File: src/rtl/miniled_serial_rx.sv
// miniled_serial_rx
//   Receive-side decoder for the MiniLED panel serial interface. Oversamples
//   DCLK/SDI/LE/scan on the system clock, rebuilds brightness words tagged with
//   their absolute LED index, and checks each latch for framing errors.
// Ports
//   I_clk, I_rst        system clock, synchronous active-high reset
//   I_dclk, I_sdi       serial shift clock (sampled on rising edge) and data
//   I_le                latch enable, rising edge closes a scan line
//   I_scan              one-hot scan select {scan4..scan1}
//   O_word_valid        1-cycle pulse, O_word / O_led_idx valid
//   O_word, O_led_idx   reconstructed word and scan*WORDS_PER + word position
//   O_latch             1-cycle pulse per accepted LE rise
//   O_latch_bits        bits received since previous LE, valid with O_latch
//   O_frame_done        pulse with O_latch while scan4 is selected
//   O_err               sticky {scan_err, partial_err, count_err}
module miniled_serial_rx #(
  parameter int WORD_W    = 8,
  parameter int WORDS_PER = 90,
  parameter int N_SCAN    = 4,
  parameter int CNT_W     = 12
) (
  input  logic              I_clk,
  input  logic              I_rst,
  input  logic              I_dclk,
  input  logic              I_sdi,
  input  logic              I_le,
  input  logic [N_SCAN-1:0] I_scan,
  output logic              O_word_valid,
  output logic [WORD_W-1:0] O_word,
  output logic [8:0]        O_led_idx,
  output logic              O_latch,
  output logic [CNT_W-1:0]  O_latch_bits,
  output logic              O_frame_done,
  output logic [2:0]        O_err
);

  localparam int BIN_W = (N_SCAN > 1) ? $clog2(N_SCAN) : 1;
  localparam int POS_W = (WORD_W > 1) ? $clog2(WORD_W) : 1;
  localparam int WC_W  = (WORDS_PER > 1) ? $clog2(WORDS_PER) : 1;
  localparam logic [CNT_W-1:0]  LINE_BITS = CNT_W'(WORD_W * WORDS_PER);
  localparam logic [POS_W-1:0]  LAST_POS  = POS_W'(WORD_W - 1);
  localparam logic [WC_W-1:0]   LAST_WORD = WC_W'(WORDS_PER - 1);
  localparam logic [N_SCAN-1:0] LAST_SCAN = N_SCAN'(1) << (N_SCAN - 1);

  // Synchronisers: [0],[1] are the 2-flop sync, [2] is the edge-detect delay.
  logic [2:0]        dclk_s;
  logic [2:0]        le_s;
  logic [1:0]        sdi_s;
  logic [N_SCAN-1:0] scan_s1, scan_s2;
  logic [1:0]        arm_cnt;
  logic              armed;

  // Registered edge events; all line state is updated from this stage so a
  // simultaneous DCLK/LE pair lands in the same cycle.
  logic              ev_dclk, ev_le, ev_sdi;
  logic [N_SCAN-1:0] ev_scan;

  logic [WORD_W-1:0] shift_reg, shift_nx;
  logic [CNT_W-1:0]  bit_cnt, bits_nx;
  logic [POS_W-1:0]  bit_pos, pos_nx;
  logic [WC_W-1:0]   word_cnt;
  logic              word_done;

  logic              scan_ok;
  logic [BIN_W-1:0]  scan_bin;
  logic [8:0]        scan_base;
  int unsigned       ones;

  assign armed = (arm_cnt == 2'd3);

  always_comb begin
    ones     = 0;
    scan_bin = '0;
    for (int unsigned i = 0; i < N_SCAN; i++) begin
      if (ev_scan[i]) begin
        ones     = ones + 1;
        scan_bin = BIN_W'(i);
      end
    end
    scan_ok   = (ones == 1);
    scan_base = scan_ok ? 9'(scan_bin * WORDS_PER) : '0;
  end

  // The bit taken on this event is folded in before any latch handling.
  always_comb begin
    shift_nx  = shift_reg;
    bits_nx   = bit_cnt;
    pos_nx    = bit_pos;
    word_done = 1'b0;
    if (ev_dclk) begin
      shift_nx  = {shift_reg[WORD_W-2:0], ev_sdi};
      bits_nx   = (&bit_cnt) ? bit_cnt : bit_cnt + 1'b1;
      word_done = (bit_pos == LAST_POS);
      pos_nx    = word_done ? '0 : bit_pos + 1'b1;
    end
  end

  always_ff @(posedge I_clk) begin
    if (I_rst) begin
      dclk_s       <= '0;
      le_s         <= '0;
      sdi_s        <= '0;
      scan_s1      <= '0;
      scan_s2      <= '0;
      arm_cnt      <= '0;
      ev_dclk      <= 1'b0;
      ev_le        <= 1'b0;
      ev_sdi       <= 1'b0;
      ev_scan      <= '0;
      shift_reg    <= '0;
      bit_cnt      <= '0;
      bit_pos      <= '0;
      word_cnt     <= '0;
      O_word_valid <= 1'b0;
      O_word       <= '0;
      O_led_idx    <= '0;
      O_latch      <= 1'b0;
      O_latch_bits <= '0;
      O_frame_done <= 1'b0;
      O_err        <= '0;
    end else begin
      dclk_s  <= {dclk_s[1:0], I_dclk};
      le_s    <= {le_s[1:0], I_le};
      sdi_s   <= {sdi_s[0], I_sdi};
      scan_s1 <= I_scan;
      scan_s2 <= scan_s1;
      // Hold off edge detection until the delay flop has caught up with the
      // post-reset input level.
      if (!armed) arm_cnt <= arm_cnt + 1'b1;

      ev_dclk <= armed & dclk_s[1] & ~dclk_s[2];
      ev_le   <= armed & le_s[1] & ~le_s[2];
      ev_sdi  <= sdi_s[1];
      ev_scan <= scan_s2;

      O_word_valid <= 1'b0;
      O_latch      <= 1'b0;
      O_frame_done <= 1'b0;

      if ((ev_dclk || ev_le) && !scan_ok) O_err[2] <= 1'b1;

      if (ev_dclk) begin
        shift_reg <= shift_nx;
        bit_cnt   <= bits_nx;
        bit_pos   <= pos_nx;
        if (word_done) begin
          O_word_valid <= 1'b1;
          O_word       <= shift_nx;
          // word_cnt parks on the last slot, clamping overlong lines.
          O_led_idx    <= scan_base + 9'(word_cnt);
          if (word_cnt != LAST_WORD) word_cnt <= word_cnt + 1'b1;
        end
      end

      // Placed after the shift so the line clear wins on a shared cycle.
      if (ev_le) begin
        O_latch      <= 1'b1;
        O_latch_bits <= bits_nx;
        O_frame_done <= (ev_scan == LAST_SCAN);
        if (bits_nx != LINE_BITS) O_err[0] <= 1'b1;
        if (pos_nx != '0)         O_err[1] <= 1'b1;
        shift_reg <= '0;
        bit_cnt   <= '0;
        bit_pos   <= '0;
        word_cnt  <= '0;
      end
    end
  end

endmodule

File: config.mk
export PLATFORM = sky130hd
export DESIGN_NAME = miniled_serial_rx
export DESIGN_NICKNAME = d
export VERILOG_FILES = /design/src/rtl/miniled_serial_rx.sv
export SDC_FILE = /design/constraint.sdc
export NUM_CORES = 1
export LEC_CHECK = 0
export ABC_AREA = 1
export CAP_MARGIN = 5
export CORE_MARGIN = 5
export CORE_UTILIZATION = 40
export CTS_CLUSTER_SIZE = 10
export DETAILED_ROUTE_END_ITERATION = 10
export GPL_TIMING_DRIVEN = 0
export SLEW_MARGIN = 40
export SYNTH_ARGS = -nofsm -noshare
export SYNTH_HDL_FRONTEND = slang
export SYNTH_SLANG_ARGS = --single-unit
File: constraint.sdc
create_clock -name I_clk -period 3.5 [get_ports I_clk]
set_clock_uncertainty 0.15 [all_clocks]
set_input_delay 0.7 -clock I_clk [delete_from_list [all_inputs] [get_ports I_clk]]
set_output_delay 0.7 -clock I_clk [all_outputs]
set_load 0.02 [all_outputs]
# --- Word level (Yosys, flattened, before mapping) ---
# Index checks and enable logic that the tools add are counted.
# Widths: inputs -> output; s select.
totals:
  in_bits: 9
  register_bits: 89
  elab_cells: 73
classes:
  mul: 1
  mux: 15
  addsub: 8
  reduce_logical: 12
  bitwise_logic: 8
  n_eq_ne: 6
op_table:
  columns: ["op", "n"]
  rows:
  - ["$add 32x1->32 const B", 3]
  - ["$mux 32", 3]
  - ["$eq 32x1->1 const B", 1]
  - ["$mux 12", 2]
  - ["$add 12x1->12 const B", 1]
  - ["$ne 12x10->1 const B", 1]
  - ["$reduce_and 12->1", 1]
  - ["$add 9x7->9", 1]
  - ["$mux 9", 1]
  - ["$mul 2x6->8 const B", 1]
  - ["$add 7x1->7 const B", 1]
  - ["$ne 7x7->1 const B", 1]
  - ["$mux 3", 2]
  - ["$reduce_and 2->1", 3]
  - ["$reduce_or 2->1", 3]
  - ["$mux 1", 5]
  - ["$and 1x1->1", 4]
  - ["$eq 4x4->1 const B", 1]
  - ["$mux 2", 2]
  - ["$not 1->1", 4]
  - ["$add 3x1->3 const B", 1]
  - ["$eq 3x3->1 const B", 1]
  - ["$reduce_and 3->1", 1]
  - ["$reduce_bool 3->1", 1]
  - ["other kinds (5)", 5]

# --- Logic depth before layout (Yosys ltp) ---
# Gate-level depths: netlist (run 1).
logic_depth:
  depth_word: 10
  mapped_depth: 22
  mapped_depth_nobuf: 22

# --- Worst setup path before layout (run 1) ---
# OpenSTA, ideal clock, no wires.
synth_path:
  path_type: "flip-flop to flip-flop"
  start: "reg ev_scan[1]"
  end: "reg O_led_idx[7]"
  setup_ps: 129
  path_slack_ps: 547
  t_arrival_ps: 2674
  path_buffers: 0
  t_required_ps: 3221
  stages_incl_launch_ff: 19
  path_cell_list: "dfxtp_1 > inv_1 > ha_1 > xor2_2 > ha_1 > nor2_1 > nand2_1 > nand2_1 > nand2_2 > nor2_1 > ha_1 > fa_1 > nand3_1 > nand2_1 > nand2_1 > nand2_1 > a21oi_1 > xor2_1 > a21oi_1"
synth_via:
  elab_chain_len: 8
synth_lines:
  columns: ["element", "line_no", "source"]
  rows:
  - ["from (decl)", "56", "logic [N_SCAN-1:0] ev_scan;"]
  - ["from (signal assigned)", "134", "ev_scan <= scan_s2;"]
  - ["$mux 32", "75", "if (ev_scan[i]) begin"]
  - ["$add 32x1->32", "76", "ones = ones + 1;"]
  - ["$mux 32", "75", null]
  - ["$add 32x1->32", "76", null]
  - ["$mux 32", "75", null]
  - ["$eq 32x1->1", "80", "scan_ok = (ones == 1);"]
  - ["$mux 9 *", "81", "scan_base = scan_ok ? 9'(scan_bin * WORDS_PER) : '0;"]
  - ["$add 9x7->9 *", "150", "O_led_idx <= scan_base + 9'(word_cnt);"]
  - ["to (signal assigned)", "150", null]
  - ["to (decl)", "30", "output logic [8:0] O_led_idx,"]
# Every way passes the cells marked *; elsewhere a longest branch is shown, timed or not.
# A chain may end at the register's enable or synchronous reset.

# --- Worst setup path in the final report (run 1) ---
# Same ends and word-level chain as after synthesis.

==> reports/qor.yml, run 1 <==
logic_synthesis:
  yosys.area_share.simple_pct: 25.0
  ys_seq_elements: 89
  synth_area_um2: 3780
  ys.flop_type: "dfxtp_1"
  yosys.area.top_type_share_pct: 47.1
  synth-xor-area-share_pct: 2.28
  yosysTopAreaCell: "dfxtp_1"
  synthAdderAreaFrac_pct: 6.48
  synth_area_leaders: "dfxtp_1 47%, nand2_1 8.3%, nor2_1 7.8%, inv_1 7.5%, ha_1 6.0%"
  yosys.cell_count.top_type: "dfxtp_1"
  synth_edf_count: 0
  synthArstFlopShare_pct: 0
  synth_compound_area_share_pct: 8.93
  seq_area_frac_synth_pct: 47.1
  synthCells: 496
  yosysWarnings: 0
  syn_area_per_cell_um2: 7.63
  synthTopCellsByCount: "89 x dfxtp_1, 84 x nand2_1, 79 x nor2_1"
  synth_top_family_by_area: "simple AND/OR/NAND/NOR gates"
  synth_mux_area_share_pct: 0.793
  synth_fp_nets: 524
  yosysUniqueCellTypes: 29
worst_setup_path:
  timing.rr.end: "O_led_idx[7]"
  cp_top_family: "adder cells"
  critPathArrivalTime_ns: 3.30
  path_cells: "inv_1, ha_1, xor2_2, ha_1, nor2_1, nand2_1, nand2_1, nand2_4, nor2_1, ha_1, fa_1, nand3_1, nand2_1, nand2_1, nand2_1, a21oi_1, xor2_1, a21oi_1"
  critPathRequiredTime_ns: 3.59
  crit-reg2reg-launch: "ev_scan[1]"
  r2r_slack_ns: 0.29
  cp_max_fo: 6
  cp_num_buf_inv: 1
  critical_path.max_stage_delay_ns: 0.41
  rr_worst_depth: 18
  crit_path_start_kind: "flop"
  crit_path_top_delay_cell: "fa_1"
  crit_top_cell: "nand2_1"
  crit_type: "flop to flop"
  endpoint_kind: "flop"
clocking:
  path_clk_slew_ns: 0.10
  post_cts_buffers: 0
  cts_root_buffer: "clkbuf_8"
  clock_sinks: 89
  cts_tree: "done"
  numCtsBuffers: 9
  cts_htree_levels: 3
  post_cts_resized: 0
  clock_path_buffers: 2
  insertion_delay_ns: 0.37
  holdBufCountCts: 0
die:
  die_width_um: 107
  initial_core_util_pct: 41.0
  rows: 35
  core_area_um2: 9240
  dieArea_um2: 11500
  io_pins: 44
  die_h_um: 107
min_path:
  whs_path_depth: 1
  hold_start: "dclk_s[2]"
  hold_class: "flop to flop"
  hold_end: "ev_dclk"
route:
  drt-wirelength-per-cell_um: 12.3
  dr.pass1.iters: 4
  vias: 3199
  viasPerCell: 4.68
  drc: 0
  routed_wl_mm: 8.42
  ant_nets: 0
  drt-initial-drc-count: 93
final_layout:
  synthToLayoutAreaGrowth_pct: 20.6
  fillCellCount: 940
  reg_top3: "O_latch_bits x12, bit_cnt x12, O_led_idx x9"
  design_area_um2: 4560
  nets: 577
  drive_gt1_share_pct: 5.23
  insertedDiodeCount: 0
flow_run:
  drv_cap: 0
global_routing:
  antenna_found_initial: 0
  grt_start_max_net_pins: 19
  grt_pass1_vias: 3044
  grt_pass1_wl_mm: 14.3
  grt-ovfl-total: 0
  track_usage_pct: 15.6
place:
  port_buffers: 42
  place.gp.congestion: 0.820
  dp_hpwl_mm: 6.21
  postPlaceCellArea_um2: 4370
  pre_cts_slack_ns: 0.269
pwr:
  power_uw: 1830
  vdd_ir_drop_max_mv: 0.224
  power.density_nw_per_um2: 401
  power.leakage_uw: 0.00195
timing:
  hold_viol_final: 0
  worstMarginPinSlew_ns: 0.574
  finalWorstSetupSlack_ns: 0.291
  slew_headroom_pct: 61.7
  setup-violations-final: 0
  finalCritPeriodShare_pct: 91.7
  fmax_mhz: 312
  finalSetupTns_ns: 0
  slew_violations: 0
  min_period_ns: 3.21
status:
  outcome: "completed"
## metal layers
metal	GRT usage, %	routed length, um
met5	0	0
met3	3.96	252
met1	19.5	3930
met4	5.39	144
met2	26.1	4100
## kinds of logic after synthesis
kind of cell / Yosys count
AOI/OAI and AO/OA: 66
xor gates and xnor gates: 9
adders and majority gates: 19
buffers and inverters: 93
DFF: 89
muxes: 3
and+or+nand+nor: 217
## power breakdown
group          switching (uW)  leakage [uW]  internal, uW
registers                8.85      0.000721          1030
logic                    52.7       0.00113          30.3
clock network             428      0.000100           281
total                     490       0.00195          1340
## area by class of cell
class	count	area [um2]	area share, %
plain buffers	15	63.8	1.40
clock buffers	9	124	2.71
multi-input cells	314	1650	36.2
repair buffers	42	420	9.21
well taps	129	161	3.54
inverters	78	293	6.41
clock inverters	7	68.8	1.51
flip-flops and latches	89	1780	39.0
## worst max-delay path by stage
stage                from            to  cells past startpoint
3_3_place_gp   ev_scan[1]  O_led_idx[7]                     18
3_5_place_dp   ev_scan[1]  O_led_idx[7]                     18
5_1_grt        ev_scan[1]  O_led_idx[7]                     18
2_1_floorplan  ev_scan[1]  O_led_idx[7]                     18
4_1_cts        ev_scan[1]  O_led_idx[7]                     18
6_report       ev_scan[1]  O_led_idx[7]                     18
## cells in the final DEF, fill, tap and decap left out, drive strengths merged, types with 6 or more instances in the layout
cell / Yosys / routed
dfxtp: 89 / 89
nand2: 87 / 87
nor2: 83 / 83
inv: 77 / 82
clkdlybuf4s50: 0 / 42
o21ai: 40 / 40
nand3: 28 / 28
a21oi: 23 / 23
clkbuf: 14 / 23
ha: 18 / 18
nand4: 9 / 9
xor2: 6 / 6
nor3: 6 / 6
## stage by stage
step | hold slack (ns) | std cells | util [%]
floorplan | 0.223 | 496 | -
global placement | 0.229 | 667 | 47.3
detailed placement | 0.232 | 667 | 47.3
CTS | 0.247 | 683 | 49.3
global route | 0.257 | 683 | 49.4
finish | 0.244 | 683 | 49.4
No activity file was read; power rests on OpenSTA's default activity.
==> run 2: changes to the inputs <==
- REMOVE_ABC_BUFFERS: not set -> 1
- SETUP_SLACK_MARGIN: not set -> 0.15
==> run 2 against run 1 <==
Effect of this change:
- die area stayed put
- sequential power hardly changed
- worst setup slack better by 0.076 ns
- sequential cell count stayed put
- via count is 3.6% lower
- power is 4.6% higher
- critical path type unchanged
- largest cell class unchanged
- highest routed layer unchanged
==> reports/qor.yml, run 2 (same netlist as run 1, synthesis figures left out) <==
timing:
  finalWorstSetupSlack_ns: 0.367  # was 0.291 ns
  worstMarginPinSlew_ns: 0.658  # was 0.574 ns
  slew_violations: 0  # unchanged
  hold_viol_final: 0  # unchanged
  slew_headroom_pct: 56.1  # was 61.7%
  finalSetupTns_ns: 0  # unchanged
  finalCritPeriodShare_pct: 89.5  # was 91.7%
  timing.hold.ws_ns: 0.239  # was 0.244 ns
  setup-violations-final: 0  # unchanged
  fmax_mhz: 319  # was 312 MHz
  min_period_ns: 3.13  # was 3.21 ns
  rsz0062_at_grt: "no"
pwr:
  power.leakage_uw: 0.00196  # was 0.00195 uW
  vdd_ir_drop_max_mv: 0.241  # was 0.224 mV
  power.density_nw_per_um2: 418  # was 401 nW/um2
worst_setup_path:
  startpoint: "ev_scan[0]"  # was ev_scan[1]
  path_cells: "inv_1, ha_1, xor2_2, ha_1, nor2_1, nand2_1, nand2_1, nand2_4, nor2_2, ha_1, fa_1, nand3_1, nand2_1, nand2_1, nand2_1, a21oi_2, xor2_1, a21oi_1"  # was inv_1, ha_1, xor2_2, ha_1, nor2_1, nand2_1, nand2_1, nand2_4, nor2_1, ha_1, fa_1, nand3_1, nand2_1, nand2_1, nand2_1, a21oi_1, xor2_1, a21oi_1
  r2r_slack_ns: 0.37  # was 0.29 ns
  critPathRequiredTime_ns: 3.59  # about the same
  endpoint_kind: "flop"  # unchanged
  crit_type: "flop to flop"  # unchanged
  cp_top_family: "adder cells"  # unchanged
  crit_path_top_delay_cell: "fa_1"  # unchanged
  critPathArrivalTime_ns: 3.23  # was 3.30 ns
  crit-reg2reg-launch: "ev_scan[0]"  # was ev_scan[1]
  cp_num_buf_inv: 1  # unchanged
  critical_path.max_stage_delay_ns: 0.41  # about the same
  cp_max_fo: 3  # was 6
  crit_path_start_kind: "flop"  # unchanged
  crit_top_cell: "nand2_1"  # unchanged
global_routing:
  grtUsageMet2_pct: 23.8  # was 26.1%
  track_usage_pct: 14.7  # was 15.6%
  use_met1_pct: 18.7  # was 19.5%
  antenna_found_initial: 0  # unchanged
  grt_pass1_vias: 2955  # was 3044
  busiest_layer: "met2"  # unchanged
  grt_pass1_wl_mm: 13.5  # was 14.3 mm
  grt-ovfl-total: 0  # unchanged
  use_met3_pct: 3.84  # was 3.96%
  grt_start_max_net_pins: 34  # was 19
die:
  io_pins: 44  # unchanged
  rows: 35  # unchanged
  core_area_um2: 9240  # unchanged
  die_width_um: 107  # unchanged
  initial_core_util_pct: 41.0  # unchanged
  die_h_um: 107  # unchanged
  dieArea_um2: 11500  # unchanged
clocking:
  numCtsBuffers: 9  # unchanged
  holdBufCountCts: 0  # unchanged
  cts_tree: "done"  # unchanged
  insertion_delay_ns: 0.36  # was 0.37 ns
  path_clk_slew_ns: 0.09  # was 0.10 ns
  cts_htree_levels: 3  # unchanged
  clock_sinks: 89  # unchanged
  clock_path_buffers: 2  # unchanged
  cts_root_buffer: "clkbuf_8"  # unchanged
place:
  port_buffers: 43  # was 42
  place.gp.congestion: 0.845  # was 0.820
  pre_cts_slack_ns: 0.247  # was 0.269 ns
  dp_hpwl_mm: 5.65  # was 6.21 mm
flow_run:
  drv_cap: 0  # unchanged
route:
  drt-initial-drc-count: 136  # was 93
  viasPerCell: 4.60  # was 4.68
  vias: 3085  # was 3199
  routed_wl_mm: 7.93  # was 8.42 mm
  dr.pass1.iters: 4  # unchanged
  drc: 0  # unchanged
  drt-wirelength-per-cell_um: 11.8  # was 12.3 um
  ant_nets: 0  # unchanged
final_layout:
  mostFrequentLayoutCell: "dfxtp_1"  # unchanged
  layout_common_cells: "87 x dfxtp_1, 84 x nand2_1, 77 x nor2_1, 76 x inv_1, 42 x clkdlybuf4s50_1"  # was 89 x dfxtp_1, 84 x nand2_1, 79 x nor2_1, 76 x inv_1, 42 x clkdlybuf4s50_1
  nets: 565  # was 577
  insertedDiodeCount: 0  # unchanged
  drive_gt1_share_pct: 6.64  # was 5.23%
  synthToLayoutAreaGrowth_pct: 21.1  # was 20.6%
  reg_top3: "O_latch_bits x12, bit_cnt x12, O_led_idx x9"  # unchanged
  utilization_pct: 49.6  # was 49.4%
status:
  outcome: "completed"  # unchanged
min_path:
  hold_start: "dclk_s[2]"  # unchanged
  hold_class: "flop to flop"  # unchanged
## run 2: metrics by stage
stage	power (uW)	instances	area, um2
after floorplan	1110	481	3720
after global placement	1140	653	4310
after detailed placement	1140	653	4320
after CTS	1940	669	4540
after global routing	2000	671	4580
final	1910	671	4580
## run 2: repair_timing
item                                    CTS  global route
resized for setup                         0             4
setup buffers                             0             2
endpoints found under the setup margin    0             3
## run 2: path summary, 6_finish.rpt
path | cells after the start | end
setup / recovery | 18 | O_led_idx[7]
hold / removal | 1 | ev_dclk
setup reg to reg | 18 | O_led_idx[7]
hold reg to reg | 1 | ev_dclk
## run 2: where the power goes
part	leakage [uW]	internal (uW)	total [uW]	switching [uW]
clock network	0.000106	408	789	381
registers	0.000722	1030	1040	9.32
logic	0.00113	34.2	85.8	51.6
total	0.00196	1470	1910	442
## run 2: final cells by class
cell class              instances  area [um2]
fillers                       921        4660
clock buffers                   9         124
repair buffers                 45         453
well taps                     129         161
inverters                      78         293
multi-input cells             314        1670
flip-flops and latches         89        1780
clock inverters                 7         101
## run 2: layer usage
metal / vias to the layer above / share of wire, % / wire, um
met5: - / 0 / 0
met4: 0 / 1.3 / 104
met3: 9 / 4.4 / 349
met2: 53 / 45 / 3560
met1: 1387 / 49 / 3910
li1: 1636 / - / -
## run 2: worst register-to-register path, delay by kind of cell, from the launching register on
family	cells	cell delay (ns)
XOR/XNOR	2	0.36
buffers and inverters	1	0.04
AO/OA/AOI/OAI	2	0.21
adder cells (fa/ha/maj)	4	1.26
flip-flops	1	0.34
AND/OR/NAND/NOR	9	0.66
